[src/rtl/fifo_wr_arbiter.sv]
// fifo_wr_arbiter
// Packet-level round-robin arbiter in front of a single FIFO write port.
// A requester wins the FIFO in IDLE (one arbitration cycle). It then owns the
// write port in LOCKED until it transfers a word marked last. There is no
// pre-emption and no timeout. The owner's data is muxed straight through to
// the FIFO, and its ready is the inverse of fifo_full.

module fifo_wr_arbiter #(
  parameter  int DATA_BITS = 8,
  parameter  int NUM_REQ   = 4,
  localparam int GID_W     = (NUM_REQ > 1) ? $clog2(NUM_REQ) : 1
) (
  input  logic                         clk,
  input  logic                         rst_n,
  input  logic [NUM_REQ-1:0]           req_valid,
  input  logic [NUM_REQ*DATA_BITS-1:0] req_data,
  input  logic [NUM_REQ-1:0]           req_last,
  output logic [NUM_REQ-1:0]           req_ready,
  input  logic                         fifo_full,
  output logic                         fifo_wr_en,
  output logic [DATA_BITS-1:0]         fifo_data,
  output logic [GID_W-1:0]             grant_id,
  output logic                         busy
);

  typedef enum logic {
    IDLE   = 1'b0,
    LOCKED = 1'b1
  } state_t;

  state_t             state_q, state_d;
  logic               busy_q, busy_d;
  logic [GID_W-1:0]   grant_q, grant_d;
  // Most recent packet owner; the round-robin search starts just after it.
  logic [GID_W-1:0]   last_ptr_q, last_ptr_d;

  logic               win_found;
  logic [GID_W-1:0]   win_idx;
  logic               own_valid;
  logic               own_last;
  logic               xfer;

  // Ring successor of a requester index (wraps at NUM_REQ, not at 2**GID_W).
  function automatic logic [GID_W-1:0] next_idx(input logic [GID_W-1:0] p);
    if (p == GID_W'(NUM_REQ - 1)) begin
      return '0;
    end
    return p + GID_W'(1);
  endfunction

  // Round-robin search: first valid requester after last_ptr, with wrap.
  always_comb begin
    logic [GID_W-1:0] cand;
    win_found = 1'b0;
    win_idx   = '0;
    cand      = next_idx(last_ptr_q);
    for (int k = 0; k < NUM_REQ; k++) begin
      if (!win_found && req_valid[cand]) begin
        win_found = 1'b1;
        win_idx   = cand;
      end
      cand = next_idx(cand);
    end
  end

  // Select the current owner's valid, last and data. The data path is
  // muxed by grant_id in every state, so fifo_data is never undriven.
  always_comb begin
    own_valid = 1'b0;
    own_last  = 1'b0;
    fifo_data = '0;
    for (int i = 0; i < NUM_REQ; i++) begin
      if (grant_q == GID_W'(i)) begin
        own_valid = req_valid[i];
        own_last  = req_last[i];
        fifo_data = req_data[i*DATA_BITS +: DATA_BITS];
      end
    end
  end

  // Only the owner sees ready, and only while LOCKED and the FIFO has room.
  always_comb begin
    req_ready = '0;
    if (state_q == LOCKED) begin
      for (int i = 0; i < NUM_REQ; i++) begin
        req_ready[i] = (grant_q == GID_W'(i)) && !fifo_full;
      end
    end
  end

  assign xfer       = (state_q == LOCKED) && own_valid && !fifo_full;
  assign fifo_wr_en = xfer;

  // Next-state logic: grant on a win in IDLE, release on the last-word transfer.
  always_comb begin
    state_d    = state_q;
    busy_d     = busy_q;
    grant_d    = grant_q;
    last_ptr_d = last_ptr_q;
    case (state_q)
      IDLE: begin
        if (win_found) begin
          grant_d = win_idx;
          busy_d  = 1'b1;
          state_d = LOCKED;
        end
      end
      LOCKED: begin
        if (xfer && own_last) begin
          last_ptr_d = grant_q;
          busy_d     = 1'b0;
          state_d    = IDLE;
        end
      end
    endcase
  end

  // State registers. Reset points last_ptr at the top index so requester 0
  // has first priority.
  always_ff @(posedge clk or negedge rst_n) begin
    if (!rst_n) begin
      state_q    <= IDLE;
      busy_q     <= 1'b0;
      grant_q    <= '0;
      last_ptr_q <= GID_W'(NUM_REQ - 1);
    end else begin
      state_q    <= state_d;
      busy_q     <= busy_d;
      grant_q    <= grant_d;
      last_ptr_q <= last_ptr_d;
    end
  end

  assign grant_id = grant_q;
  assign busy     = busy_q;

endmodule

[config.mk]
export PLATFORM = sky130hd
export DESIGN_NAME = fifo_wr_arbiter
export DESIGN_NICKNAME = d
export VERILOG_FILES = /design/src/rtl/fifo_wr_arbiter.sv
export SDC_FILE = /design/constraint.sdc
export NUM_CORES = 1
export LEC_CHECK = 0
export BUFFER_PORTS_ARGS = -buffer_cell sky130_fd_sc_hd__buf_2
export CORE_MARGIN = 10
export CORE_UTILIZATION = 40
export CTS_CLUSTER_SIZE = 12
export DETAILED_ROUTE_END_ITERATION = 7
export GPL_ROUTABILITY_DRIVEN = 0
export PLACE_DENSITY = 0.87
export RECOVER_POWER = 100
export SKIP_CTS_REPAIR_TIMING = 1
export SYNTH_ARGS = -nofsm -noshare
export SYNTH_HDL_FRONTEND = slang
export SYNTH_SLANG_ARGS = --single-unit
export TNS_END_PERCENT = 20
[constraint.sdc]
create_clock -name clk -period 2.2 [get_ports clk]
set_input_delay 0.22 -clock clk [delete_from_list [all_inputs] [get_ports clk]]
set_output_delay 0.22 -clock clk [all_outputs]
set_load 0.005 [all_outputs]
# Word-level counts from Yosys, hierarchy flattened
# Cells that the tools add are included.
op_classes:
  n_addsub: 4
  n_lt_le_gt_ge: 4
  n_eq_ne: 9
  muxes: 47
  n_bitwise: 1
  reduce_logical: 18
ops:
  columns: ["cell", "count"]
  rows:
  - ["8-bit 2-to-1 mux", 4]
  - ["1-bit 2-to-1 mux", 24]
  - ["2-bit 2-to-1 mux", 12]
  - ["2-bit == test (second input constant)", 6]
  - ["2-bit by 3-bit < comparator with 1-bit output (second input constant)", 4]
  - ["1-bit logical AND", 10]
  - ["2-bit by 1-bit adder with 2-bit output (second input constant)", 4]
  - ["1-bit binary-select mux with 2-bit select", 4]
  - ["2-bit AND reduction", 3]
  - ["1-bit logical NOT", 4]
  - ["4-bit 2-to-1 mux", 1]
  - ["1-bit one-hot mux with 2 select lines", 2]
  - ["2-bit by 1-bit == test with 1-bit output (second input constant)", 1]
  - ["2-bit logical NOT", 1]
  - ["2-bit by 1-bit inequality test with 1-bit output (second input constant)", 1]
  - ["2-bit inequality test (second input constant)", 1]
  - ["1-bit NOT", 1]
word_totals:
  reg_bits: 6
  inputBits: 43
  word_cells: 87

# Logic depth before layout (Yosys ltp)
# Gate-level depths: netlist of run 1.
depth:
  ltp_word: 18
  mapped_depth: 7
  ltp_nobuf: 6

# Worst setup path before layout of run 1
# OpenSTA, ideal clock, no wires.
synth_timing:
  kind: "register -> register"
  startpoint: "register last_ptr_q[0]"
  endpoint: "register grant_q[1] (netlist: grant_id[1])"
  arrival_time_ns: 1.573
  required_time_ns: 2.123
  slack_ns: 0.549
  stages_incl_launch_ff: 7
  n_path_buf: 0
  path_cell_list: "dfstp_2 ha_1 mux2_2 o22a_1 nor4_2 nor2_1 a21oi_1"
synth_between:
  elab_chain_cells: 17
  elab_cells_between_ends: 39
synth_lines:
  columns: ["item", "line", "source"]
  rows:
  - ["start: declaration", "35", "logic [GID_W-1:0] last_ptr_q, last_ptr_d;"]
  - ["start signal: assignment", "125", "last_ptr_q <= GID_W'(NUM_REQ - 1);"]
  - ["start signal: assignment", "130", "last_ptr_q <= last_ptr_d;"]
  - ["2-bit == test", "45", "if (p == GID_W'(NUM_REQ - 1)) begin"]
  - ["1-bit 2-to-1 mux", "45", null]
  - ["2-bit 2-to-1 mux *", "48", "return p + GID_W'(1);"]
  - ["branches (longest 14 deep; another with 2-bit by 1-bit adder with 2-bit output)", null, null]
  - ["end signal: assignment", "129", "grant_q <= grant_d;"]
  - ["end: declaration", "33", "logic [GID_W-1:0] grant_q, grant_d;"]
# Mark *: on every way between the ends. The select of a mux whose other input is x is not followed.
# A chain may end at the register's enable or synchronous reset.

# Worst setup path in the final report of run 1
# Same ends and word-level chain as after synthesis.

==> metrics.yaml, run 1 <==
yosys:
  ys_seq_elements: 6
  yosys.area_share.simple_pct: 18.3
  ys_seq_area_share_pct: 19.1
  ys.flop_type: "dfrtp_1"
  synth_compound_area_share_pct: 22.2
  ys_async_sr_fraction_pct: 100
  yosys.cell_types.count: 36
  synth-edff-count: 0
  yosysWarnings: 0
  synth_top_family_by_area: "multiplexers"
  synth_nets: 126
  syn-instance-count: 82
  synthAdderAreaFrac_pct: 1.56
  synth.avg_cell_area_um2: 9.77
  synth_xor_area_share_pct: 1.09
  synth_area_um2: 801
  synth_mux_area_share_pct: 30.0
route:
  drt.antenna.violating_nets: 0
  drt-wirelength-per-cell_um: 17.5
  wl_mm: 2.92
  drt_pass1_iterations: 4
  drc: 0
  avgViaCountPerCell: 5.41
  num_vias: 904
  drtIter0Drc: 53
global_routing:
  grt_usage_pct: 13.6
  antenna_found_initial: 0
  grt_max_degree: 15
  grt_pass1_wl_mm: 4.65
  grt_pass1_vias: 954
  grt.overflow.total: 0
critical_path:
  endpoint_kind: "flip-flop"
  cp_data_required_time_ns: 2.32
  cp_max_fo: 13
  crit_type: "flip-flop to flip-flop"
  critical_path_arrival_ns: 2.16
  cp-start-kind: "flip-flop"
placement:
  portBuffers: 58
  placed_area_mm2: 0.00109
  dpl.hpwl_mm: 2.51
  dp.cells: 162
  dp_slack_ns: 0.207
sta:
  setup_tns_ns: 0
  clock.fmax_mhz: 489
  hold_viol: 0
  rsz0062_at_grt: "false"
  slew_violations: 0
  tightest_slew_ns: 0.638
  fin_skew_ns: 0.00536
  whs_ns: 0.385
  setup_ws_ns: 0.156
  relSlewSlack_pct: 57.5
  min_period_over_period_pct: 92.9
  post-route-min-period_ns: 2.04
  setup_viol: 0
cells_and_area:
  final_area_mm2: 0.00109
  post-route-util_pct: 56.3
  layout-drive-gt1-share_pct: 45.0
  area_growth_pct: 36.4
  nets: 185
  diodes: 0
  final_cell_count_no_fill: 167
power_and_ir_drop:
  clock_power_share_pct: 8.8
  p_int_uw: 665
  ir_worst_vdd_v: 0.000520
  switching_share_pct: 43.7
  power_mw: 1.18
  powerDensity_mw_per_mm2: 1080
  power.share.sequential_pct: 18.8
  switching_power_uw: 517
  leakage_nw: 0.478
  power_frac_comb_pct: 72.4
clock_network:
  cts_tree: "yes"
  path_clk_slew_ns: 0.05
  cts.sinks: 6
  clk_latency_ns: 0.24
  numCtsBuffers: 3
  clockBufferDepth: 2
  cts_root_buf: "clkbuf_4"
  h-tree-depth: 1
floorplanning:
  die_x_um: 64.7
  rows: 16
  start_util_pct: 41.2
  dieHeight_um: 64.7
  core_area_mm2: 0.00194
  io-pin-count: 59
  die_area_mm2: 0.00419
run:
  maxCapViolCount: 0
min_path:
  hold_path_class: "input pin to async pin"
outcome:
  status: "finished clean"
==> registers in the layout (all words and copies together), names as in the netlist <==
name,cells
busy,1
last_ptr_q,2
grant_id,2
state_q,1
==> layout by cell type, fill, tap and decap left out, types with 3 or more instances in the layout <==
cell type / n
dfrtp_1: 4
o21ai_0: 9
nor2_1: 5
clkbuf_1: 16
nor3_1: 4
buf_2: 44
mux4_2: 9
nor2b_1: 3
nand2_1: 4
clkbuf_4: 3
a21oi_1: 6
inv_1: 4
==> path summary, 6_finish.rpt <==
path                       depth (start not counted)       endpoint           from  slack (ns)
min in group clk                                   4    grant_id[1]   req_valid[1]        0.43
hold reg to reg                                    1           busy           busy        0.47
hold / removal                                     2    grant_id[0]          rst_n        0.39
setup reg to reg                                   6    grant_id[1]  last_ptr_q[0]        0.16
max in group asynchronous                          2  last_ptr_q[0]          rst_n        1.52
setup / recovery                                   6    grant_id[1]  last_ptr_q[0]        0.16
==> critical path: stages (launching register included) <==
cell and delay, ns:
dfstp_2 0.65, ha_1 0.40, or3_1 0.37, a21boi_0 0.22, nand3_1 0.12, o21ai_0 0.11, a21oi_1 0.06
==> logic make-up after synthesis <==
logic type               after synthesis
AO/OA/AOI/OAI                         28
AND/OR/NAND/NOR                       24
buffers and inverters                 11
multiplexers                          11
flip-flops                             6
XOR/XNOR                               1
adder cells (fa/ha/maj)                1
==> metal layers <==
layer  up-vias  routed length (um)  GRT usage, %
met5         -                   0             0
met4         0                  16          3.21
met3         2                 343          5.33
met2        56                1420          24.9
met1       409                1140          14.1
li1        437                   -             -
==> synth_stat cells, types with 2 or more instances <==
cell / n / share of area [%]
o21ai_1: 2 / 1.3
o31ai_1: 2 / 1.9
buf_2: 5 / 3.1
dfrtp_1: 4 / 13
nand2b_1: 2 / 1.6
nand3_1: 2 / 1.3
nor2b_1: 2 / 1.6
dfstp_2: 2 / 6.6
nor2_1: 5 / 2.3
a21o_1: 2 / 1.9
buf_6: 2 / 2.8
mux4_2: 9 / 25
inv_1: 4 / 1.9
nand2_1: 3 / 1.4
nor3_1: 4 / 2.5
a21oi_1: 6 / 3.8
o21ai_0: 7 / 4.4
==> power groups by stage <==
stage / combinational (mW) / clock [mW] / sequential [mW]
after floorplan: 0.651 / 0 / 0.224
after global placement: 0.884 / 0 / 0.221
after detailed placement: 0.914 / 0 / 0.224
after CTS: 0.916 / 0.108 / 0.223
after global routing: 0.952 / 0.114 / 0.230
final: 0.855 / 0.104 / 0.223
==> final cells by class <==
cell class | count | area, um2
clock buffer | 4 | 26.3
inverter | 4 | 15.0
multi-input combinational | 65 | 571
timing repair buffer | 61 | 294
sequential | 6 | 153
tap | 27 | 33.8
fill | 184 | 850
Note: power is estimated with default switching activity, not from simulation.
==> run 2, diff against run 1 <==
==> constraint.sdc (replaced) <==
create_clock -name clk -period 2.2 [get_ports clk]
set_input_delay 0.11 -clock clk [delete_from_list [all_inputs] [get_ports clk]]
set_output_delay 0.11 -clock clk [all_outputs]
set_load 0.005 [all_outputs]
==> run 2 against run 1 <==
Effect of this change: power shrank 0.60%; clock skew is 0.0030 ns higher; sequential share of layout area grew 0.097 points; sequential power rose by 13%; sequential cell count unchanged; die area did not move; highest routed layer unchanged; hold slack got worse by 0.11 ns; critical path depth shrank 3; count of clock-buffer cells in the layout down 1; global-route usage down 0.23 points.
==> metrics.yaml, run 2 (synthesized netlist as in run 1, its figures left out) <==
outcome:
  status: "finished clean"
cells_and_area:
  final_cell_count_no_fill: 166  # -0.60%
  final_common_cell: "buf_2"
  area_growth_pct: 35.5
  nets: 185  # unchanged
  fillers: 200  # +8.7%
  layout-drive-gt1-share_pct: 44.6  # -0.40 points
  post-route-util_pct: 55.9  # -0.39 points
  final_area_mm2: 0.00108  # -0.69%
  diodes: 0  # unchanged
  layout_common_cells: "44 x buf_2, 16 x clkbuf_1, 9 x mux4_2, 9 x o21ai_0, 6 x a21oi_1"
placement:
  portBuffers: 58  # unchanged
  dpl.hpwl_mm: 2.50  # -0.41%
  placed_area_mm2: 0.00109  # unchanged
  dp.cells: 162  # unchanged
  dp_slack_ns: 0.266  # +0.0591 ns
floorplanning:
  die_area_mm2: 0.00419  # unchanged
  dieHeight_um: 64.7  # unchanged
  core_area_mm2: 0.00194  # unchanged
  die_x_um: 64.7  # unchanged
  start_util_pct: 41.2  # unchanged
  rows: 16  # unchanged
  io-pin-count: 59  # unchanged
clock_network:
  clk_latency_ns: 0.25  # about the same
  cts_root_buf: "clkbuf_4"
  numCtsBuffers: 3  # unchanged
  path_clk_slew_ns: 0.05  # about the same
  cts_tree: "yes"
  cts.sinks: 6  # unchanged
  clockBufferDepth: 2  # unchanged
  h-tree-depth: 1  # unchanged
global_routing:
  grt_pass1_vias: 939  # -1.6%
  grt_pass1_wl_mm: 4.60  # -1.2%
  grt_max_degree: 15  # unchanged
  antenna_found_initial: 0  # unchanged
  grt_usage_pct: 13.3  # -0.23 points
  grt.overflow.total: 0  # unchanged
critical_path:
  cp-start-kind: "flip-flop"
  critPathSlowestCell: "dfrtp_1"
  cp_max_fo: 8  # -5
  cpPeakStageDelay_ns: 0.56  # -0.09 ns
  crit_top_cell: "clkbuf_1"
  reg2reg_depth: 6  # unchanged
  crit_family: "flip-flops"
  critical_path_arrival_ns: 1.87  # -0.29 ns
  path_buf_inv: 2  # +2
  cp_data_required_time_ns: 2.09  # -0.23 ns
  worstPathCellList: "clkbuf_1 > mux4_2 > clkbuf_1"
  cp.depth: 3  # -3
  crit_type: "flip-flop to output pin"
  endpoint_kind: "output pin"
route:
  drt_pass1_iterations: 4  # unchanged
  drt.antenna.violating_nets: 0  # unchanged
  drc: 0  # unchanged
  drt-wirelength-per-cell_um: 17.5  # about the same
  drtIter0Drc: 49  # -7.5%
  wl_mm: 2.90  # -0.58%
  avgViaCountPerCell: 5.66  # +4.5%
  num_vias: 939  # +3.9%
sta:
  post-route-min-period_ns: 1.98  # -0.0593 ns
  fin_skew_ns: 0.00840  # +0.00303 ns
  relSlewSlack_pct: 55.3  # -2.2 points
  setup_tns_ns: 0  # unchanged
  tightest_slew_ns: 0.671  # +0.0333 ns
  rsz0062_at_grt: "false"
  slew_violations: 0  # unchanged
  clock.fmax_mhz: 504  # +3.0%
  setup_viol: 0  # unchanged
  hold_viol: 0  # unchanged
  setup_ws_ns: 0.215  # +0.0593 ns
  min_period_over_period_pct: 90.2  # -2.7 points
power_and_ir_drop:
  ir_worst_vdd_v: 0.000411  # -21%
  power.share.sequential_pct: 21.5  # +2.7 points
  clock_power_share_pct: 8.6  # -0.2 points
  leakage_nw: 0.473  # -1.0%
  switching_power_uw: 525  # +1.7%
  switching_share_pct: 44.7  # +1.0 points
  p_int_uw: 649  # -2.4%
  power_frac_comb_pct: 69.9  # -2.5 points
  powerDensity_mw_per_mm2: 1080  # about the same
run:
  maxCapViolCount: 0  # unchanged
min_path:
  hold_path_class: "input pin to async pin"
## run 2: cell type report
class                   count  area (um2)  area share [%]
well taps                  27        33.8            3.11
flip-flops and latches      6         153            14.1
inverters                   4        15.0            1.38
repair buffers             61         290            26.8
multi-input cells          65         571            52.6
clock buffers               3        22.5            2.08
## run 2: routing by layer
metal	routed length [um]	vias up	global-route usage, %
met2	1370	71	22.9
met3	347	4	4.81
met4	30	0	5.61
li1	-	432	-
met5	0	-	0
met1	1150	432	14.4
## run 2: power groups by stage
stage / Sequential, mW / Combinational, mW / Clock (mW)
4_1_cts: 0.255 / 0.886 / 0.103
2_1_floorplan: 0.224 / 0.651 / 0
3_3_place_gp: 0.251 / 0.853 / 0
5_1_grt: 0.266 / 0.915 / 0.105
6_report: 0.253 / 0.820 / 0.101
3_5_place_dp: 0.257 / 0.882 / 0
## run 2: metrics by stage
stage,power (mW),hold slack (ns)
after CTS,1.24,-0.321
after floorplan,0.875,-0.186
after global placement,1.10,-0.0669
final,1.17,0.272
after detailed placement,1.14,-0.0606
after global routing,1.29,0.317
## run 2: path summary, 6_finish.rpt
path	start	to	slack, ns
setup / recovery	grant_id[0]	fifo_data[4]	0.22
setup reg to reg	last_ptr_q[0]	grant_id[1]	0.25
min in group clk	req_valid[1]	grant_id[1]	0.31
hold / removal	rst_n	state_q	0.27
hold reg to reg	busy	busy	0.47
max in group asynchronous	rst_n	last_ptr_q[1]	1.63
==> run 3, diff against run 2 <==
- PLACE_DENSITY: 0.87 -> 0.8
==> run 3 against run 2 <==
Effect of this change: clock skew grew 0.0041 ns; hold slack gained 0.011 ns; register-to-register slack lost 0.04 ns; highest routed layer unchanged; largest cell class unchanged; first-iteration DRC count shrank 10%; sequential cell count is the same.
==> metrics.yaml, run 3 (synthesized netlist as in run 1, its figures left out) <==
critical_path:
  cp_data_required_time_ns: 2.33  # +0.24 ns
  endpoint_kind: "flip-flop"
  cp_max_fo: 13  # +5
  critical_path_arrival_ns: 2.12  # +0.25 ns
  crit_type: "flip-flop to flip-flop"
  cp-start-kind: "flip-flop"
clock_network:
  cts_tree: "yes"
  cts.sinks: 6  # unchanged
  path_clk_slew_ns: 0.05  # about the same
  h-tree-depth: 1  # unchanged
  cts_root_buf: "clkbuf_4"
  numCtsBuffers: 3  # unchanged
  clockBufferDepth: 2  # unchanged
  clk_latency_ns: 0.25  # about the same
route:
  num_vias: 928  # -1.2%
  avgViaCountPerCell: 5.59  # -1.2%
  wl_mm: 2.83  # -2.6%
  drtIter0Drc: 44  # -10%
  drc: 0  # unchanged
  drt_pass1_iterations: 4  # unchanged
  top_layer: "met4"
  wl_met3_um: 361  # +4.0%
  wl_met2_mm: 1.23  # -10%
  drt-wirelength-per-cell_um: 17.0  # -2.6%
  met1Wirelength_mm: 1.23  # +6.9%
  drt.antenna.violating_nets: 0  # unchanged
sta:
  setup_viol: 0  # unchanged
  rsz0062_at_grt: "false"
  min_period_over_period_pct: 90.5  # +0.25 points
  post-route-min-period_ns: 1.99  # +0.00552 ns
  setup_tns_ns: 0  # unchanged
  clock.fmax_mhz: 502  # -0.28%
  tightest_slew_ns: 0.657  # -0.0143 ns
  relSlewSlack_pct: 56.2  # +0.95 points
  hold_viol: 0  # unchanged
  fin_skew_ns: 0.0125  # +0.00409 ns
  slew_violations: 0  # unchanged
placement:
  dpl.hpwl_mm: 2.34  # -6.7%
  portBuffers: 58  # unchanged
min_path:
  hold_path_class: "input pin to async pin"
cells_and_area:
  post-route-util_pct: 56.1  # +0.19 points
  diodes: 0  # unchanged
  layout-drive-gt1-share_pct: 45.3  # +0.72 points
  area_growth_pct: 35.9
  final_common_cell: "buf_2"
  layout_common_cells: "44 x buf_2, 15 x clkbuf_1, 9 x mux4_2, 9 x o21ai_0, 6 x a21oi_1"
  fillers: 190  # -5.0%
  nets: 185  # unchanged
floorplanning:
  rows: 16  # unchanged
  io-pin-count: 59  # unchanged
  die_area_mm2: 0.00419  # unchanged
  core_area_mm2: 0.00194  # unchanged
  dieHeight_um: 64.7  # unchanged
  start_util_pct: 41.2  # unchanged
  die_x_um: 64.7  # unchanged
power_and_ir_drop:
  switching_share_pct: 44.3  # -0.41 points
  leakage_nw: 0.478  # +1.0%
  power_mw: 1.18  # +0.43%
  switching_power_uw: 523  # -0.49%
  p_int_uw: 657  # +1.2%
  powerDensity_mw_per_mm2: 1080  # about the same
  ir_worst_vdd_v: 0.000516  # +25%
  power_frac_comb_pct: 70.4  # +0.5 points
  power.share.sequential_pct: 20.8  # -0.7 points
  clock_power_share_pct: 8.9  # +0.3 points
global_routing:
  grt_max_degree: 15  # unchanged
  grt_pass1_vias: 903  # -3.8%
  grt.overflow.total: 0  # unchanged
  grt_pass1_wl_mm: 4.56  # -0.76%
  antenna_found_initial: 0  # unchanged
  grt_usage_pct: 13.1  # -0.27 points
run:
  maxCapViolCount: 0  # unchanged
outcome:
  status: "finished clean"
==> run 3: cell count changes in the layout (fill, tap and decap cells not counted), sizes merged <==
cell / previous run / this run
buf: 44 / 45
clkbuf: 19 / 18
==> run 3: metal layers <==
layer,up-vias,GRT usage (%)
met5,-,0
met3,2,5.67
li1,437,-
met2,62,20.4
met1,427,15.8
met4,0,4.01
==> run 3: power by group through the flow <==
stage	Combinational, mW	Sequential [mW]	Clock, mW
floorplan	0.651	0.224	0
global placement	0.867	0.243	0
detailed placement	0.887	0.246	0
CTS	0.891	0.245	0.101
global route	0.931	0.256	0.114
finish	0.830	0.245	0.104
==> run 3: worst max-delay path: stages (launching register included) <==
cell      delay [ns]
dfstp_2         0.65
ha_1            0.40
or3_1           0.38
a21boi_0        0.17
nand3_1         0.09
o21ai_0         0.11
a21oi_1         0.07
==> run 3: final timing paths <==
kind	start	to	slack, ns	cells after the start
hold / removal	rst_n	grant_id[1]	0.28	2
max in group asynchronous	rst_n	last_ptr_q[1]	1.61	2
setup / recovery	last_ptr_q[0]	grant_id[1]	0.21	6
min in group clk	req_valid[1]	grant_id[1]	0.32	4
hold reg to reg	busy	busy	0.48	1
setup reg to reg	last_ptr_q[0]	grant_id[1]	0.21	6
==> run 3: area by class of cell <==
| class | count | area (um2) | share of cell area, % |
|---|---|---|---|
| flip-flops and latches | 6 | 153 | 14.0 |
| repair buffers | 61 | 294 | 27.0 |
| multi-input cells | 65 | 571 | 52.4 |
| well taps | 27 | 33.8 | 3.10 |
| clock buffers | 3 | 22.5 | 2.07 |
| inverters | 4 | 15.0 | 1.38 |
==> run 3: per-stage QoR <==
stage / hold slack, ns / std cells / cell area [um2] / setup WS [ns]
after global routing: 0.321 / 166 / 1090 / 0.0850
after floorplan: -0.186 / 82 / 801 / 0.549
after global placement: -0.0611 / 162 / 1090 / 0.337
after detailed placement: -0.0593 / 162 / 1090 / 0.268
after CTS: -0.317 / 165 / 1110 / 0.247
final: 0.283 / 166 / 1090 / 0.210
